`src/rtl/datapath_sequencer_if.sv`:
```
// -----------------------------------------------------------------------------
// datapath_sequencer_if
//
// Purpose:
//   Bundles the command and response handshakes of the datapath sequencer so
//   the upstream command source and the sequencer share one connection.
//
// Parameters:
//   Nloc   number of registers in the datapath; register address width is
//          $clog2(Nloc)
//   Dbits  data width of immediates and results
//
// Signals:
//   cmd_valid  command present (source -> sequencer)
//   cmd_ready  sequencer can accept a command (sequencer -> source)
//   cmd_op     00 LDI, 01 ALU, 10 RD, 11 CMP
//   cmd_rs     source A register
//   cmd_rt     source B register
//   cmd_rd     destination register
//   cmd_alufn  ALU function code handed through to the datapath
//   cmd_imm    immediate for LDI
//   rsp_valid  response present (sequencer -> consumer)
//   rsp_ready  consumer accepts the response (consumer -> sequencer)
//   rsp_data   result value
//   rsp_zero   result-is-zero flag
//
// Modports:
//   master  the command source / response consumer side
//   slave   the sequencer side
// -----------------------------------------------------------------------------
interface datapath_sequencer_if #(
  parameter int Nloc  = 32,
  parameter int Dbits = 32
);
  localparam int AW = $clog2(Nloc);

  logic             cmd_valid;
  logic             cmd_ready;
  logic [1:0]       cmd_op;
  logic [AW-1:0]    cmd_rs;
  logic [AW-1:0]    cmd_rt;
  logic [AW-1:0]    cmd_rd;
  logic [4:0]       cmd_alufn;
  logic [Dbits-1:0] cmd_imm;

  logic             rsp_valid;
  logic             rsp_ready;
  logic [Dbits-1:0] rsp_data;
  logic             rsp_zero;

  modport master (
    output cmd_valid, cmd_op, cmd_rs, cmd_rt, cmd_rd, cmd_alufn, cmd_imm,
    input  cmd_ready,
    output rsp_ready,
    input  rsp_valid, rsp_data, rsp_zero
  );

  modport slave (
    input  cmd_valid, cmd_op, cmd_rs, cmd_rt, cmd_rd, cmd_alufn, cmd_imm,
    output cmd_ready,
    input  rsp_ready,
    output rsp_valid, rsp_data, rsp_zero
  );
endinterface

```
`src/rtl/datapath_sequencer.sv`:
```
// -----------------------------------------------------------------------------
// datapath_sequencer
//
// Purpose:
//   Multi-cycle command sequencer that owns the register-file/ALU datapath.
//   One command is accepted per transaction (LDI, ALU, RD, CMP); the datapath
//   is stepped through execute and write-back and the result is returned on a
//   response handshake. Commands advance IDLE -> EXEC -> WB -> RESP -> IDLE,
//   so a new command can issue at best every four cycles.
//
// Parameters:
//   Nloc   number of registers (address width $clog2(Nloc))
//   Dbits  register / ALU / immediate width
//   CNTW   width of the saturating retired-command counter
//
// Ports:
//   clock      system clock, rising edge
//   reset      asynchronous, active-low reset
//   seq        command/response handshakes (datapath_sequencer_if.slave)
//   retired    count of completed responses, saturates at all-ones
//   RegWrite   register-file write enable, high only in the WB cycle
//   ReadAddr1  source A address to the datapath
//   ReadAddr2  source B address to the datapath
//   WriteAddr  destination address to the datapath
//   ALUFN      ALU function code to the datapath
//   WriteData  write-back value to the datapath
//   ReadData1  register A contents from the datapath
//   ReadData2  register B contents from the datapath (consumed by the ALU)
//   ALUResult  ALU output from the datapath
//   FlagZ      ALU zero flag from the datapath
//
// Configuration macro:
//   SEQ_R0_ZERO_EN  when defined, writes to register 0 are suppressed so r0
//                   reads as constant zero; the response still carries the
//                   computed value. When undefined r0 is an ordinary register.
// -----------------------------------------------------------------------------
module datapath_sequencer #(
  parameter int Nloc  = 32,
  parameter int Dbits = 32,
  parameter int CNTW  = 16
) (
  input  logic                    clock,
  input  logic                    reset,
  datapath_sequencer_if.slave     seq,
  output logic [CNTW-1:0]         retired,
  output logic                    RegWrite,
  output logic [$clog2(Nloc)-1:0] ReadAddr1,
  output logic [$clog2(Nloc)-1:0] ReadAddr2,
  output logic [$clog2(Nloc)-1:0] WriteAddr,
  output logic [4:0]              ALUFN,
  output logic [Dbits-1:0]        WriteData,
  input  logic [Dbits-1:0]        ReadData1,
  input  logic [Dbits-1:0]        ReadData2,
  input  logic [Dbits-1:0]        ALUResult,
  input  logic                    FlagZ
);

  localparam int AW = $clog2(Nloc);

  typedef enum logic [1:0] {
    IDLE = 2'b00,
    EXEC = 2'b01,
    WB   = 2'b10,
    RESP = 2'b11
  } state_e;

  typedef enum logic [1:0] {
    OP_LDI = 2'b00,
    OP_ALU = 2'b01,
    OP_RD  = 2'b10,
    OP_CMP = 2'b11
  } op_e;

  state_e           state_q, state_d;
  op_e              op_q, op_d;
  logic [AW-1:0]    rs_q, rs_d;
  logic [AW-1:0]    rt_q, rt_d;
  logic [AW-1:0]    rd_q, rd_d;
  logic [4:0]       alufn_q, alufn_d;
  logic [Dbits-1:0] imm_q, imm_d;
  logic [Dbits-1:0] result_q, result_d;
  logic             zero_q, zero_d;
  logic             regWrite_q, regWrite_d;
  logic [CNTW-1:0]  retired_q, retired_d;
  logic             writesReg;
  logic             unusedReadData2;

  // ReadData2 only feeds the ALU inside the datapath; the sequencer never
  // looks at it directly, so it is folded into an intentionally unused bit.
  assign unusedReadData2 = ^ReadData2;

  // Decide whether the latched command owns the write-back slot. RD and CMP
  // still pass through WB so every command has the same latency.
`ifdef SEQ_R0_ZERO_EN
  assign writesReg = ((op_q == OP_LDI) || (op_q == OP_ALU)) && (rd_q != '0);
`else
  assign writesReg = (op_q == OP_LDI) || (op_q == OP_ALU);
`endif

  // Next-state and register-update logic. Everything holds by default; the
  // command fields only change on an accept, so the datapath addresses and
  // ALUFN stay put from one accept to the next. RegWrite is armed on the
  // EXEC->WB transition and falls back to 0 on the following edge.
  always_comb begin
    state_d    = state_q;
    op_d       = op_q;
    rs_d       = rs_q;
    rt_d       = rt_q;
    rd_d       = rd_q;
    alufn_d    = alufn_q;
    imm_d      = imm_q;
    result_d   = result_q;
    zero_d     = zero_q;
    regWrite_d = 1'b0;
    retired_d  = retired_q;

    unique case (state_q)
      IDLE: begin
        if (seq.cmd_valid) begin
          op_d    = op_e'(seq.cmd_op);
          rs_d    = seq.cmd_rs;
          rt_d    = seq.cmd_rt;
          rd_d    = seq.cmd_rd;
          alufn_d = seq.cmd_alufn;
          imm_d   = seq.cmd_imm;
          state_d = EXEC;
        end
      end

      EXEC: begin
        // The datapath's combinational outputs are settled for the latched
        // addresses, so the result and its zero flag are captured here.
        case (op_q)
          OP_LDI: begin
            result_d = imm_q;
            zero_d   = (imm_q == '0);
          end
          OP_RD: begin
            result_d = ReadData1;
            zero_d   = (ReadData1 == '0);
          end
          default: begin
            result_d = ALUResult;
            zero_d   = FlagZ;
          end
        endcase
        regWrite_d = writesReg;
        state_d    = WB;
      end

      WB: begin
        state_d = RESP;
      end

      RESP: begin
        if (seq.rsp_ready) begin
          state_d = IDLE;
          if (retired_q != '1) begin
            retired_d = retired_q + CNTW'(1);
          end
        end
      end

      default: begin
        state_d = IDLE;
      end
    endcase
  end

  // State and datapath-control registers. The asynchronous reset drops
  // RegWrite at once and discards any command in flight.
  always_ff @(posedge clock or negedge reset) begin
    if (!reset) begin
      state_q    <= IDLE;
      op_q       <= OP_LDI;
      rs_q       <= '0;
      rt_q       <= '0;
      rd_q       <= '0;
      alufn_q    <= '0;
      imm_q      <= '0;
      result_q   <= '0;
      zero_q     <= 1'b0;
      regWrite_q <= 1'b0;
      retired_q  <= '0;
    end else begin
      state_q    <= state_d;
      op_q       <= op_d;
      rs_q       <= rs_d;
      rt_q       <= rt_d;
      rd_q       <= rd_d;
      alufn_q    <= alufn_d;
      imm_q      <= imm_d;
      result_q   <= result_d;
      zero_q     <= zero_d;
      regWrite_q <= regWrite_d;
      retired_q  <= retired_d;
    end
  end

  assign seq.cmd_ready = (state_q == IDLE);
  assign seq.rsp_valid = (state_q == RESP);
  assign seq.rsp_data  = result_q;
  assign seq.rsp_zero  = zero_q;

  assign retired   = retired_q;
  assign RegWrite  = regWrite_q;
  assign ReadAddr1 = rs_q;
  assign ReadAddr2 = rt_q;
  assign WriteAddr = rd_q;
  assign ALUFN     = alufn_q;
  assign WriteData = result_q;

endmodule
```
`src/flat_wrapper.sv`:
```
// flat-port wrapper written by rule: the top's interface ports become plain ports
module datapath_sequencer_flat 
#(
  parameter int Nloc  = 32,
  parameter int Dbits = 32,
  parameter int CNTW  = 16
)
  (clock, reset, retired, RegWrite, ReadAddr1, ReadAddr2, WriteAddr, ALUFN, WriteData, ReadData1, ReadData2, ALUResult, FlagZ, seq_cmd_valid, seq_cmd_op, seq_cmd_rs, seq_cmd_rt, seq_cmd_rd, seq_cmd_alufn, seq_cmd_imm, seq_cmd_ready, seq_rsp_ready, seq_rsp_valid, seq_rsp_data, seq_rsp_zero);
  datapath_sequencer_if #(.Nloc(Nloc), .Dbits(Dbits)) seq_i ();
  input  logic clock;
  input  logic reset;
  output logic [CNTW-1:0] retired;
  output logic RegWrite;
  output logic [$clog2(Nloc)-1:0] ReadAddr1;
  output logic [$clog2(Nloc)-1:0] ReadAddr2;
  output logic [$clog2(Nloc)-1:0] WriteAddr;
  output logic [4:0] ALUFN;
  output logic [Dbits-1:0] WriteData;
  input  logic [Dbits-1:0] ReadData1;
  input  logic [Dbits-1:0] ReadData2;
  input  logic [Dbits-1:0] ALUResult;
  input  logic FlagZ;
  input wire logic [$bits(seq_i.cmd_valid)-1:0] seq_cmd_valid;
  input wire logic [$bits(seq_i.cmd_op)-1:0] seq_cmd_op;
  input wire logic [$bits(seq_i.cmd_rs)-1:0] seq_cmd_rs;
  input wire logic [$bits(seq_i.cmd_rt)-1:0] seq_cmd_rt;
  input wire logic [$bits(seq_i.cmd_rd)-1:0] seq_cmd_rd;
  input wire logic [$bits(seq_i.cmd_alufn)-1:0] seq_cmd_alufn;
  input wire logic [$bits(seq_i.cmd_imm)-1:0] seq_cmd_imm;
  output wire logic [$bits(seq_i.cmd_ready)-1:0] seq_cmd_ready;
  input wire logic [$bits(seq_i.rsp_ready)-1:0] seq_rsp_ready;
  output wire logic [$bits(seq_i.rsp_valid)-1:0] seq_rsp_valid;
  output wire logic [$bits(seq_i.rsp_data)-1:0] seq_rsp_data;
  output wire logic [$bits(seq_i.rsp_zero)-1:0] seq_rsp_zero;
  assign seq_i.cmd_valid = seq_cmd_valid;
  assign seq_i.cmd_op = seq_cmd_op;
  assign seq_i.cmd_rs = seq_cmd_rs;
  assign seq_i.cmd_rt = seq_cmd_rt;
  assign seq_i.cmd_rd = seq_cmd_rd;
  assign seq_i.cmd_alufn = seq_cmd_alufn;
  assign seq_i.cmd_imm = seq_cmd_imm;
  assign seq_cmd_ready = seq_i.cmd_ready;
  assign seq_i.rsp_ready = seq_rsp_ready;
  assign seq_rsp_valid = seq_i.rsp_valid;
  assign seq_rsp_data = seq_i.rsp_data;
  assign seq_rsp_zero = seq_i.rsp_zero;
  datapath_sequencer #(.Nloc(Nloc), .Dbits(Dbits), .CNTW(CNTW)) u_core (.clock(clock), .reset(reset), .seq(seq_i), .retired(retired), .RegWrite(RegWrite), .ReadAddr1(ReadAddr1), .ReadAddr2(ReadAddr2), .WriteAddr(WriteAddr), .ALUFN(ALUFN), .WriteData(WriteData), .ReadData1(ReadData1), .ReadData2(ReadData2), .ALUResult(ALUResult), .FlagZ(FlagZ));
endmodule
```
`config.mk`:
```
export PLATFORM = sky130hd
export DESIGN_NAME = datapath_sequencer_flat
export DESIGN_NICKNAME = d
export VERILOG_FILES = /design/src/rtl/datapath_sequencer_if.sv /design/src/rtl/datapath_sequencer.sv /design/src/flat_wrapper.sv
export SDC_FILE = /design/constraint.sdc
export NUM_CORES = 1
export LEC_CHECK = 0
export ABC_AREA = 1
export CORE_ASPECT_RATIO = 0.5
export CORE_MARGIN = 4
export CORE_UTILIZATION = 30
export CTS_BUF_LIST = sky130_fd_sc_hd__clkbuf_2
export CTS_CLUSTER_DIAMETER = 80
export DETAILED_ROUTE_END_ITERATION = 12
export GPL_ROUTABILITY_DRIVEN = 1
export SLEW_MARGIN = 10
export SYNTH_ARGS = -nofsm -noshare
export SYNTH_HDL_FRONTEND = slang
export SYNTH_SLANG_ARGS = --single-unit
```
`constraint.sdc`:
```
create_clock -name clock -period 1.35 [get_ports clock]
set_input_delay 0.3375 -clock clock [delete_from_list [all_inputs] [get_ports clock]]
set_output_delay 0.3375 -clock clock [all_outputs]
set_load 0.02 [all_outputs]
```
# After elaboration in Yosys (flattened, before gate mapping)
# Index checks and enable logic that the tools add are counted.
[totals] word_cells=34 inputBits=155 regBits=106 output_inout_bits=104
[op_classes] add_sub_neg=1 eq_ne=8 reduce_logical=8 mux=6
[op_table] operator="$logic_not 32->1" count=2
[op_table] operator="$pmux 32 s2" count=1
[op_table] operator="$add 16x1->16 const B" count=1
[op_table] operator="$ne 16x16->1 const B" count=1
[op_table] operator="$pmux 2 s4" count=1
[op_table] operator="$eq 2x2->1 const B" count=3
[op_table] operator="$eq 2x1->1 const B" count=2
[op_table] operator="$logic_not 2->1" count=2
[op_table] operator="$mux 2" count=2
[op_table] operator="$ne 2x2->1 const B" count=2
[op_table] operator="$reduce_and 2->1" count=2
[op_table] operator="$reduce_and 3->1" count=1
[op_table] operator="$pmux 1 s2" count=1
[op_table] operator="$logic_or 1x1->1" count=1
[op_table] operator="$mux 1" count=1

# Logic depth before layout (Yosys ltp)
# Gate-level depths: netlist of the first run.
[logic_depth] depth_word=3 depth_mapped=10 ltp_nobuf=9

# Worst setup path after synthesis of the first run
# OpenSTA, ideal clock, no wires.
[synth_path] path_kind="reg-to-reg" from="reg u_core.state_q[0]" to="reg u_core.alufn_q[0] (netlist: u_core.ALUFN[0])" path_stages_with_launch=6 path_buffers=1 t_required_ns=1.225 period_less_slack_ns=1.583 t_arrival_ns=1.458 setup_ns=0.125 slack_ns=-0.233 cell_sequence="dfrtp_1 -> inv_1 -> ha_1 -> nand2_1 -> buf_2 -> mux2_2"
[synth_via] elab_chain_len=2
[synth_rtl] item="from (decl)" line="datapath_sequencer.sv:74" source="state_e state_q, state_d;"
[synth_rtl] item="from (signal assigned)" line="datapath_sequencer.sv:186" source="state_q <= state_d;"
[synth_rtl] item="$logic_not 2->1"
[synth_rtl] item="via seq_cmd_ready" line="flat_wrapper.sv:30" source="output wire logic [$bits(seq_i.cmd_ready)-1:0] seq_cmd_ready;"
[synth_rtl] item="$reduce_and 2->1 (no source line)"
[synth_rtl] item="to (signal assigned)" line="datapath_sequencer.sv:191" source="alufn_q <= alufn_d;"
[synth_rtl] item="to (decl)" line="datapath_sequencer.sv:79" source="logic [4:0] alufn_q, alufn_d;"
# The timed path passes the listed nets, and every way through them passes these cells.
# A chain may end at the register's enable or synchronous reset.

# Worst setup path after layout of the first run
[layout_path] from="reg u_core.state_q[0]" to="reg u_core.rs_q[0] (netlist: u_core.ReadAddr1[0])"
[layout_via] elab_chain_len=2
[layout_rtl] item="$logic_not 2->1" line="datapath_sequencer.sv:117" source="unique case (state_q)"
[layout_rtl] item="$reduce_and 2->1 (no source line)"
[layout_rtl] item="to (signal assigned)" line="datapath_sequencer.sv:188" source="rs_q <= rs_d;"
[layout_rtl] item="to (decl)" line="datapath_sequencer.sv:76" source="logic [AW-1:0] rs_q, rs_d;"
# No other way between the ends.

==> summary.md, run 1 <==
| Metric | Value |
|---|---|
| Run status | `complete, but fails checks` |
| Failing checks | `negative setup slack` |
| Clock Skew | `0.0550 ns` |
| Initial standard-cell utilization of the core | `30.7%` |
| First-pass GRT wire length | `29600 um` |
| Origin of the critical flop-to-flop path | `u_core.state_q[0]$_DFFE_PN0P_` |
| Relative max-transition margin | `72.7%` |
| Met2 track demand over resource in global routing | `a little over a third` |
| Total negative slack for setup checks | `-51.43 ns` |
| Crit path capture type | `flop` |
| Remaining antenna violation count | `0` |
| Slowest library cell on the worst path | `sky130_fd_sc_hd__dfrtp_1` |
| Final slew viol count | `0` |
| Width of the die | `197 um` |
| Port Buffer Count | `226` |
| Sequential area share after synthesis | `roughly half` |
| Count of distinct cell types in the synthesized netlist | `31` |
| Gate family responsible for the most delay along the worst path | `buffers and inverters` |
| Post-Syn Nets | `761` |
| Clock tree from TritonCTS | `done` |
| Total clock sinks | `106` |
| Die Y-Extent | `102 um` |
| IO Pins | `259` |
| Number of synthesized register bits | `106` |
| Fraction of the core area covered by cells at the end of the flow | `58.5%` |
| Initial antenna violation count | `0` |
| Post-route worst setup slack | `-0.469 ns` |
| Ys flop type | `sky130_fd_sc_hd__dfrtp_1` |
| Capturing point of the worst reg2reg path | `u_core.ReadAddr1[0]$_DFFE_PN0P_` |
| Combined global-route utilization of all metal layers | `a little under a fifth` |
| Setup Viol. Count Final | `210` |
| Filler cells | `1459` |
| Largest net degree at the start of global routing | `40` |
| Final hold viol count | `0` |
| Met1 usage in global routing | `between 20% and 30%` |
| Crit. path cell count | `9` |
| Logic depth of the worst register-to-register path | `9` |
| CP startpoint kind | `flop` |
| Multi-input logic area | `~2800 um2` |
| Routing usage on met3 | `3.79%` |
| VDD IR max | `around 1100 uV` |
| H-Tree Depth | `3` |
| Tcrit/Tclk final | `135%` |
| Bufs on Longest Clock Path | `2` |
| Data required time at the worst endpoint | `1.86 ns` |
| ANT cells | `0` |
| HPWL reported at the end of detailed placement | `13200 um` |
| Stage delay of the slowest cell on the critical path | `0.48 ns` |
| Number of iterations in the first detailed-routing pass | `4` |
| Clock root buffer | `sky130_fd_sc_hd__clkbuf_2` |
| Clock latency of the later-clocked register in the worst-skew pair | `about 0.64 ns` |
| Core outline area | `17400 um2` |
| CP most frequent cell | `sky130_fd_sc_hd__buf_12` |
| Fraction of layout cells with a size suffix above 1 | `44.8%` |
| Max Fclk | `0.550 GHz` |
| FF-to-FF setup slack | `-0.47 ns` |
| Clock transition at the register clock pins on the worst setup and hold paths after CTS | `0.27 ns` |
| GP Congestion | `0.830` |
| Buffer and inverter count on the worst path | `6` |
| Number of standard-cell rows in the floorplan | `34` |
| Share of synthesized registers carrying an async set or reset | `100%` |
| Leak pwr | `roughly 0.0047 uW` |
| Cell-by-cell trace of the critical path | `inv_2, ha_4, buf_6, buf_6, nand2_8, buf_12, buf_12, buf_12, mux2_4` |
| Max-Cap Viols | `0` |
| Synthesized instance count | `approximately 600` |
| Power density over cell area | `approximately 2200 nW/um2` |
| Overall overflow remaining after global route | `0` |
| Peak-usage layer in the global routing report | `met2` |
| WL/cell | `17.5 um` |
| Residual DRC count | `0` |
| Unrepaired setup endpoints after global routing | `true` |
| End point of the critical path | `u_core.ReadAddr1[0]$_DFFE_PN0P_` |
| Post-Syn Area per Cell | `8.89 um2` |
| Max Fanout on Critical Path | `5` |
| Register Area | `about 2700 um2` |
| Hold/Removal Path Class | `in -> async` |
| Net count, final | `about 1100` |
| Time the worst path needs with I/O delays and setup | `between 1.5 and 2 ns` |
| Number of global-route vias before repair | `5526` |
| Critical Path AT | `2.33 ns` |
| Slew at the pin closest to its max-slew limit | `0.410 ns` |
| Leading cell type in the layout, fill and taps excluded | `sky130_fd_sc_hd__buf_6` |
| Post-Place Worst Slack | `-0.295 ns` |
| Setup Crit Path Kind | `reg -> reg` |
| Vias post-DR | `5414` |
| Detail-routed via count per cell | `4.63` |
| Final routed wirelength across all metal layers | `20400 um` |
| Area of the mapped netlist | `between 5000 and 6000 um2` |
| Synth-to-Final Area Change | `90.5%` |
| Number of DRC markers after the initial detailed-route iteration | `251` |
| Warnings from Yosys | `0` |
| Most frequent cells in the layout | `sky130_fd_sc_hd__buf_6, sky130_fd_sc_hd__clkdlybuf4s50_1, sky130_fd_sc_hd__dfrtp_1` |
| Overall die area | `roughly 20000 um2` |
| Crit path launch | `u_core.state_q[0]$_DFFE_PN0P_` |
| Number of enable-type register cells in the synthesized netlist | `0` |
| TritonCTS Buffers | `9` |
-- Yosys cell counts, types with 4 or more instances --
cell type                  instances  area (um2)
sky130_fd_sc_hd__a21oi_1          51         255
sky130_fd_sc_hd__buf_2             8        40.0
sky130_fd_sc_hd__buf_4            36         270
sky130_fd_sc_hd__clkbuf_1          9        33.8
sky130_fd_sc_hd__dfrtp_1         106        2650
sky130_fd_sc_hd__ha_1              5        62.6
sky130_fd_sc_hd__inv_1            67         251
sky130_fd_sc_hd__mux2_2           38         428
sky130_fd_sc_hd__nand2_1          95         357
sky130_fd_sc_hd__nand3_1          32         160
sky130_fd_sc_hd__nor2_1           66         248
sky130_fd_sc_hd__nor3_1            4        20.0
sky130_fd_sc_hd__o211ai_1         15         113
sky130_fd_sc_hd__o21ai_0          32         160
sky130_fd_sc_hd__o21ai_1           5        25.0
sky130_fd_sc_hd__o21ai_2           5        43.8
sky130_fd_sc_hd__xor2_1            6        52.6
-- worst min-delay path by stage --
stage	start	endpoint	slack, ns	cells after the start
3_3_place_gp	reset	u_core.ReadAddr1[2]$_DFFE_PN0P_	0.22	1
4_1_cts	reset	u_core.ReadAddr1[2]$_DFFE_PN0P_	0.03	2
5_1_grt	reset	u_core.ReadAddr1[0]$_DFFE_PN0P_	0.04	2
2_1_floorplan	reset	u_core.ALUFN[0]$_DFFE_PN0P_	0.04	0
6_report	reset	u_core.ReadAddr1[2]$_DFFE_PN0P_	0.1	2
3_5_place_dp	reset	u_core.ReadAddr1[2]$_DFFE_PN0P_	0.22	1
-- report_power, final --
group / total [uW] / internal [uW] / switching, uW
combinational: 15100 / 8120 / 6980
clock: 1510 / 424 / 1080
sequential: 5980 / 4640 / 1340
total: 22600 / 13200 / 9410
-- flip-flops by register name (all words and copies together), names as in the netlist --
name	count
u_core.state_q	2
u_core.seq.rsp_zero	1
u_core.ReadAddr1	5
u_core.retired	16
u_core.ReadAddr2	5
u_core.op_q	2
u_core.ALUFN	5
u_core.RegWrite	1
u_core.imm_q	32
u_core.WriteData	32
u_core.WriteAddr	5
-- layout make-up --
class / count / share of cell area [%]
Tap cell: 234 / 2.88
Inverter: 69 / 2.72
Clock buffer: 10 / 0.492
Clock inverter: 6 / 0.566
Timing Repair Buffer: 374 / 40.2
Multi-Input combinational cell: 370 / 27.0
Sequential cell: 106 / 26.1
-- per-layer routing --
metal | vias to the layer above | wire, um
met3 | 21 | 786
met4 | 0 | 280
met5 | - | 0
met2 | 117 | 10800
li1 | 2590 | -
met1 | 2686 | 8610
-- metrics by stage --
| step | cells | total power [uW] | hold slack [ns] | cell area (um2) |
|---|---|---|---|---|
| 5_1_grt | 1169 | 24000 | 0.0358 | 10200 |
| 3_3_place_gp | 1066 | 15900 | 0.224 | 8120 |
| 3_5_place_dp | 1066 | 16100 | 0.224 | 8120 |
| 2_1_floorplan | 601 | 11600 | 0.0419 | 5390 |
| 4_1_cts | 1147 | 20400 | 0.0279 | 9270 |
| 6_report | 1169 | 22600 | 0.0971 | 10200 |
-- logic make-up after synthesis --
kind of cell | after synthesis | synth area share [%]
AO/OA/AOI/OAI | 110 | 11.4
AND/OR/NAND/NOR | 208 | 16.5
XOR/XNOR | 9 | 1.48
buffers and inverters | 125 | 11.8
multiplexers | 38 | 8.01
adder cells (fa/ha/maj) | 5 | 1.17
flip-flops | 106 | 49.7
-- repair_timing --
item / in CTS / in global routing
buffers inserted: 54 / 22
resized for setup: 675 / 213
pin swaps: 14 / 54
gates cloned: 11 / 5
endpoints found under the hold margin: 106 / 0
hold buffers: 1 / 0
setup endpoints to repair: 208 / 209
Note: power is estimated with default switching activity, not from simulation.
==> inputs of run 2 (changes only) <==
- SLEW_MARGIN: 10 -> not set
==> results of run 2 <==
No change in the layout: final DEF, timing and power equal those of run 1.
